===== src/rtl/redux_pkg.sv =====
// Shared REDUX-V definitions: opcodes, ULA op codes, controller state and mux select codes.
package redux_pkg;

  localparam logic [3:0] OPC_BRZR = 4'h0;
  localparam logic [3:0] OPC_JI   = 4'h1;
  localparam logic [3:0] OPC_LD   = 4'h2;
  localparam logic [3:0] OPC_ST   = 4'h3;
  localparam logic [3:0] OPC_ADDI = 4'h4;
  localparam logic [3:0] OPC_HALT = 4'h7;

  localparam logic [2:0] ULA_NOT = 3'b000;
  localparam logic [2:0] ULA_AND = 3'b001;
  localparam logic [2:0] ULA_OR  = 3'b010;
  localparam logic [2:0] ULA_XOR = 3'b011;
  localparam logic [2:0] ULA_ADD = 3'b100;
  localparam logic [2:0] ULA_SUB = 3'b101;
  localparam logic [2:0] ULA_SHL = 3'b110;
  localparam logic [2:0] ULA_SHR = 3'b111;

  typedef enum logic [2:0] {
    S_FETCH,
    S_DECODE,
    S_EXECUTE,
    S_MEMORY,
    S_HALT
  } state_t;

  typedef enum logic [1:0] {
    PC_INC = 2'b00,
    PC_REG = 2'b01,
    PC_REL = 2'b10
  } pc_src_t;

  typedef enum logic {
    REG_ULA = 1'b0,
    REG_MEM = 1'b1
  } reg_src_t;

endpackage


===== src/rtl/control_decode.sv =====
// Combinational IR decoder: instruction class flags and datapath control fields.
import redux_pkg::*;

module control_decode #(
  parameter int BITS = 8,
  parameter int OP   = 3
) (
  input  logic [BITS-1:0] ir,
  output logic            is_alu,
  output logic            is_brzr,
  output logic            is_ji,
  output logic            is_ld,
  output logic            is_st,
  output logic            is_addi,
  output logic            is_halt,
  output logic [OP-1:0]   alu_op,
  output logic            alu_b_sel,
  output logic [1:0]      ra,
  output logic [1:0]      rb,
  output logic [3:0]      imm
);

  logic [3:0] opcode;

  always_comb begin
    opcode    = ir[7:4];
    is_alu    = opcode[3];
    is_brzr   = (opcode == OPC_BRZR);
    is_ji     = (opcode == OPC_JI);
    is_ld     = (opcode == OPC_LD);
    is_st     = (opcode == OPC_ST);
    is_addi   = (opcode == OPC_ADDI);
    is_halt   = (opcode == OPC_HALT);
    alu_b_sel = is_addi;
    ra        = ir[3:2];
    rb        = ir[1:0];
    imm       = ir[3:0];
    alu_op    = '0;
    if (is_alu) begin
      alu_op = OP'(opcode[2:0]);
    end else if (is_addi) begin
      alu_op = OP'(ULA_ADD);
    end
  end

endmodule


===== src/rtl/control_unit.sv =====
// REDUX-V multi-cycle controller: fetch/decode/execute/memory sequencing and datapath strobes.
import redux_pkg::*;

module control_unit #(
  parameter int BITS = 8,
  parameter int OP   = 3
) (
  input  logic            clk_in,
  input  logic            rst_in,
  input  logic [BITS-1:0] instr_in,
  input  logic            mem_ready_in,
  input  logic            zero_in,
  output logic            mem_req_out,
  output logic            mem_we_out,
  output logic            mem_addr_sel_out,
  output logic            ir_we_out,
  output logic            pc_we_out,
  output logic [1:0]      pc_src_out,
  output logic            reg_we_out,
  output logic            reg_src_out,
  output logic            alu_b_sel_out,
  output logic [OP-1:0]   alu_op_out,
  output logic [1:0]      ra_out,
  output logic [1:0]      rb_out,
  output logic [3:0]      imm_out,
  output logic            halted_out
);

  state_t          state, state_next;
  logic [BITS-1:0] ir;

  logic            is_alu, is_brzr, is_ji, is_ld, is_st, is_addi, is_halt;
  logic [OP-1:0]   alu_op;
  logic            alu_b_sel;
  logic [1:0]      ra, rb;
  logic [3:0]      imm;

  logic            mem_req, mem_we, mem_addr_sel, ir_we, pc_we, reg_we, halted;
  pc_src_t         pc_src;
  reg_src_t        reg_src;

  control_decode #(
    .BITS(BITS),
    .OP  (OP)
  ) u_decode (
    .ir       (ir),
    .is_alu   (is_alu),
    .is_brzr  (is_brzr),
    .is_ji    (is_ji),
    .is_ld    (is_ld),
    .is_st    (is_st),
    .is_addi  (is_addi),
    .is_halt  (is_halt),
    .alu_op   (alu_op),
    .alu_b_sel(alu_b_sel),
    .ra       (ra),
    .rb       (rb),
    .imm      (imm)
  );

  always_ff @(posedge clk_in or posedge rst_in) begin
    if (rst_in) begin
      state <= S_FETCH;
      ir    <= '0;
    end else begin
      state <= state_next;
      if (state == S_FETCH && mem_ready_in) begin
        ir <= instr_in;
      end
    end
  end

  always_comb begin
    state_next   = state;
    mem_req      = 1'b0;
    mem_we       = 1'b0;
    mem_addr_sel = 1'b0;
    ir_we        = 1'b0;
    pc_we        = 1'b0;
    pc_src       = PC_INC;
    reg_we       = 1'b0;
    reg_src      = REG_ULA;
    halted       = 1'b0;
    case (state)
      S_FETCH: begin
        mem_req = 1'b1;
        if (mem_ready_in) begin
          ir_we      = 1'b1;
          state_next = S_DECODE;
        end
      end
      S_DECODE: begin
        if (is_ld || is_st) begin
          state_next = S_MEMORY;
        end else if (is_halt) begin
          state_next = S_HALT;
        end else begin
          state_next = S_EXECUTE;
        end
      end
      S_EXECUTE: begin
        pc_we      = 1'b1;
        reg_we     = is_alu || is_addi;
        state_next = S_FETCH;
        if (is_brzr) begin
          pc_src = zero_in ? PC_REG : PC_INC;
        end else if (is_ji) begin
          pc_src = PC_REL;
        end
      end
      S_MEMORY: begin
        mem_req      = 1'b1;
        mem_addr_sel = 1'b1;
        mem_we       = is_st;
        reg_src      = is_ld ? REG_MEM : REG_ULA;
        if (mem_ready_in) begin
          pc_we      = 1'b1;
          reg_we     = is_ld;
          state_next = S_FETCH;
        end
      end
      S_HALT: begin
        halted = 1'b1;
      end
      default: begin
        state_next = S_FETCH;
      end
    endcase
  end

  // Every output, including the IR-derived fields, reads as zero while reset is held.
  always_comb begin
    mem_req_out      = 1'b0;
    mem_we_out       = 1'b0;
    mem_addr_sel_out = 1'b0;
    ir_we_out        = 1'b0;
    pc_we_out        = 1'b0;
    pc_src_out       = '0;
    reg_we_out       = 1'b0;
    reg_src_out      = 1'b0;
    alu_b_sel_out    = 1'b0;
    alu_op_out       = '0;
    ra_out           = '0;
    rb_out           = '0;
    imm_out          = '0;
    halted_out       = 1'b0;
    if (!rst_in) begin
      mem_req_out      = mem_req;
      mem_we_out       = mem_we;
      mem_addr_sel_out = mem_addr_sel;
      ir_we_out        = ir_we;
      pc_we_out        = pc_we;
      pc_src_out       = pc_src;
      reg_we_out       = reg_we;
      reg_src_out      = reg_src;
      alu_b_sel_out    = alu_b_sel;
      alu_op_out       = alu_op;
      ra_out           = ra;
      rb_out           = rb;
      imm_out          = imm;
      halted_out       = halted;
    end
  end

endmodule

===== config.mk =====
export PLATFORM = sky130hd
export DESIGN_NAME = control_unit
export DESIGN_NICKNAME = d
export VERILOG_FILES = /design/src/rtl/redux_pkg.sv /design/src/rtl/control_decode.sv /design/src/rtl/control_unit.sv
export SDC_FILE = /design/constraint.sdc
export NUM_CORES = 1
export LEC_CHECK = 0
export CORE_MARGIN = 4
export CORE_UTILIZATION = 40
export DETAILED_ROUTE_END_ITERATION = 6
export DONT_BUFFER_PORTS = 1
export GPL_TIMING_DRIVEN = 0
export SYNTH_ARGS = -nofsm -noshare
export SYNTH_HDL_FRONTEND = slang
export SYNTH_HIERARCHICAL = 1
export SYNTH_SLANG_ARGS = --single-unit

===== constraint.sdc =====
create_clock -name clk_in -period 1.7 [get_ports clk_in]
set_clock_uncertainty 0.2 [all_clocks]
set_input_delay 0.255 -clock clk_in [delete_from_list [all_inputs] [get_ports clk_in]]
set_output_delay 0.255 -clock clk_in [all_outputs]
set_load 0.02 [all_outputs]

==> metrics.md <==
| Metric | Value |
|---|---|
| Worst setup EP type | `output pin` |
| Area of the mapped netlist | `818.3 um2` |
| Synth Area per Inst | `just over 9 um2` |
| Post-route ant nets | `0` |
| GR Overflow Total | `0` |
| Final Max Slew Viols | `0` |
| Hpwl dp | `1268 um` |
| WL met3 | `91 um` |
| WL final | `2221 um` |
| Predominant post-synthesis flop cell | `dfrtp_1` |
| Met1 Wirelength | `824 um` |
| Rel. slew slack | `0.5093` |
| Nets | `130` |
| Fillers | `158` |
| Inst Count DP | `115` |
| RSZ-0062 raised after global routing | `true` |
| CTS clock-pin slew for the worst setup and hold paths | `0.07 ns` |
| Number of core rows | `16` |
| Peak supply drop | `about 1.1 mV` |
| Non-Filler Instances | `144` |
| Via density | `5.160` |
| Clock Latency Late Sink | `0.27 ns` |
| Ys Warns | `6` |
| Final setup margin | `-0.2910 ns` |
| Final Setup Violations | `19` |
| Max_cap viols | `0` |
| Core area | `0.001962 mm2` |
| Wire per inst | `15.42 um` |
| Antenna Diode Count | `0` |
| Power Density | `roughly 1800 mW/mm2` |
| Final min period | `1.991 ns` |
| Multi-input combinational cell area | `660.6 um2` |
| First-pass iteration count of the detailed router | `4` |
| Top layer in use | `met4` |
| Slowest CP cell | `or3b_4` |
| Die area | `0.002833 mm2` |
| Synth Instances | `88` |
| Final period utilization | `1.171` |
| Synth top area cells | `dfrtp_1 (34%), buf_4 (10%), nor2b_1 (9.2%)` |
| First DRT Iteration DRCs | `6` |
| Post-synth EDFFs | `0` |
| Status | `finished with violations` |
| Achievable Freq | `approximately 500 MHz` |
| Top-level I/O count | `34` |
| Antenna violations before repair | `0` |
| WL met2 | `1289 um` |
| Initial core utilization | `0.4171` |
| WHS | `around 0.26 ns` |
| Chip width | `53.23 um` |
| Area Overhead vs Synth | `67.89%` |
| Worst min-delay path class | `primary input to flip-flop` |
| Tot GR Track Use | `0.1689` |
| Top post-synthesis cells by count | `nor2b_1 (12), buf_4 (11), dfrtp_1 (11)` |
| TritonCTS sink count | `11` |
| Crit Path Class | `flip-flop to output pin` |
| Storage cell area | `around 280 um2` |
| Post-synth ARST share | `1.000` |
| Post-Syn Nets | `100` |
| Die height | `roughly 53 um` |
| CTS max path bufs | `2` |
| Setup TNS | `-2.504 ns` |
| Share of post-route cells with drive strength above 1 | `0.6410` |
| Yosys reg bits | `11` |
| Worst-Margin Slew | `0.7360 ns` |
| Vias in the first global route | `714` |
| Netlist cell types | `26` |
| Crit-path cells | `or3b_4, nor4b_4` |
| Root buf cell | `clkbuf_4` |
| # H-tree levels | `1` |
| Number of CTS-inserted buffers | `3` |
| PortBufs | `0` |
| Yosys top cell area share | `0.3364` |
| Worst setup SP type | `flip-flop` |
| Pre-CTS setup slack | `-0.2588 ns` |
| Leak pwr | `0.5638 nW` |
| Required time worst endpoint | `1.24 ns` |
| Seq/Total Area, Yosys | `0.3364` |
| Final GP Congestion | `about 0.73` |
| # DRC | `0` |
| Vias | `743` |
| CTS tree | `built` |
| Pin count of the biggest net entering global routing | `12` |
| Failing checks | `setup timing` |
| Worst EP arrival | `1.54 ns` |
| First-pass GRT wire length | `3408 um` |
| Fin. Hold Viols | `0` |
| Crit Path Max Fanout | `4` |
| Most frequent cell after synthesis | `nor2b_1` |
| Cell accounting for the most synthesized area | `dfrtp_1` |
| CP max stage delay | `between 0.4 and 0.5 ns` |
-- repair_timing --
item | in CTS | in global routing
hold endpoints to repair | 20 | 0
pin swaps | 12 | 8
hold buffers | 10 | 0
setup endpoints to repair | 23 | 23
buffers inserted | 13 | 5
resized for setup | 33 | 11
-- flip-flops by register name (all words and copies together) (netlist names) --
register  flops
ir            8
state         3
-- critical path: cells and delay by family (launching register included) --
family / cells / cell delay, ns
flip-flops: 1 / 0.41
AND/OR/NAND/NOR: 2 / 0.85
-- metal layers --
layer / GRT usage / vias to the layer above
met2: 0.3102 / 16
li1: - / 349
met3: 0.04225 / 4
met4: 0.05106 / 0
met1: 0.1872 / 374
met5: 0 / -
-- final cells by class --
cell class              count  share of cell area
plain buffers              12             0.06740
clock buffers               4             0.01913
inverters                   2            0.005464
multi-input cells          60              0.4809
flip-flops and latches     11              0.2058
well taps                  27             0.02459
repair buffers             28              0.1967
-- cells in the final DEF (no fill, tap or decap), types with 2 or more instances in the layout --
cell / n
dfrtp_1: 5
buf_6: 6
clkbuf_1: 2
nor2b_1: 8
mux2_4: 2
inv_1: 2
nor2b_4: 4
dfrtp_2: 6
clkbuf_4: 3
and2_4: 4
nand2b_4: 2
nor2_1: 4
buf_4: 21
dlygate4sd3_1: 10
nor3_4: 3
mux2_2: 5
nand2_1: 2
nor3b_1: 2
nor4b_4: 4
and3_4: 3
-- worst paths after layout --
path | from | endpoint | slack, ns | cells after the start
setup / recovery | state[2] | pc_src_out[1] | -0.29 | 2
setup reg to reg | state[1] | ir[1] | -0.10 | 5
max in group asynchronous | rst_in | ir[6] | 0.64 | 2
hold / removal | mem_ready_in | ir[6] | 0.26 | 3
hold reg to reg | ir[1] | ir[1] | 0.34 | 1
min in group asynchronous | rst_in | state[1] | 0.28 | 2
-- cells by family after synthesis --
group,share of synthesized area
multiplexers,0.1101
AO/OA/AOI/OAI,0.04282
flip-flops,0.3364
XOR/XNOR,0.01071
buffers and inverters,0.1300
AND/OR/NAND/NOR,0.3700
-- where the power goes --
part / total, W / internal (W) / switching (W)
combinational: 0.00163 / 0.000937 / 0.000696
sequential: 0.000615 / 0.000402 / 0.000213
clock: 0.000179 / 0.0000911 / 0.0000878
total: 0.00243 / 0.00143 / 0.000997
-- per-stage QoR --
stage | total power [W] | area (um2) | utilization
2_1_floorplan | 0.001506 | 914.6 | -
3_3_place_gp | 0.001615 | 948.4 | 0.4834
3_5_place_dp | 0.001639 | 948.4 | 0.4834
4_1_cts | 0.002242 | 1305 | 0.6652
5_1_grt | 0.002584 | 1374 | 0.7003
6_report | 0.002427 | 1374 | 0.7003
Power figures use the tool's default switching activity.
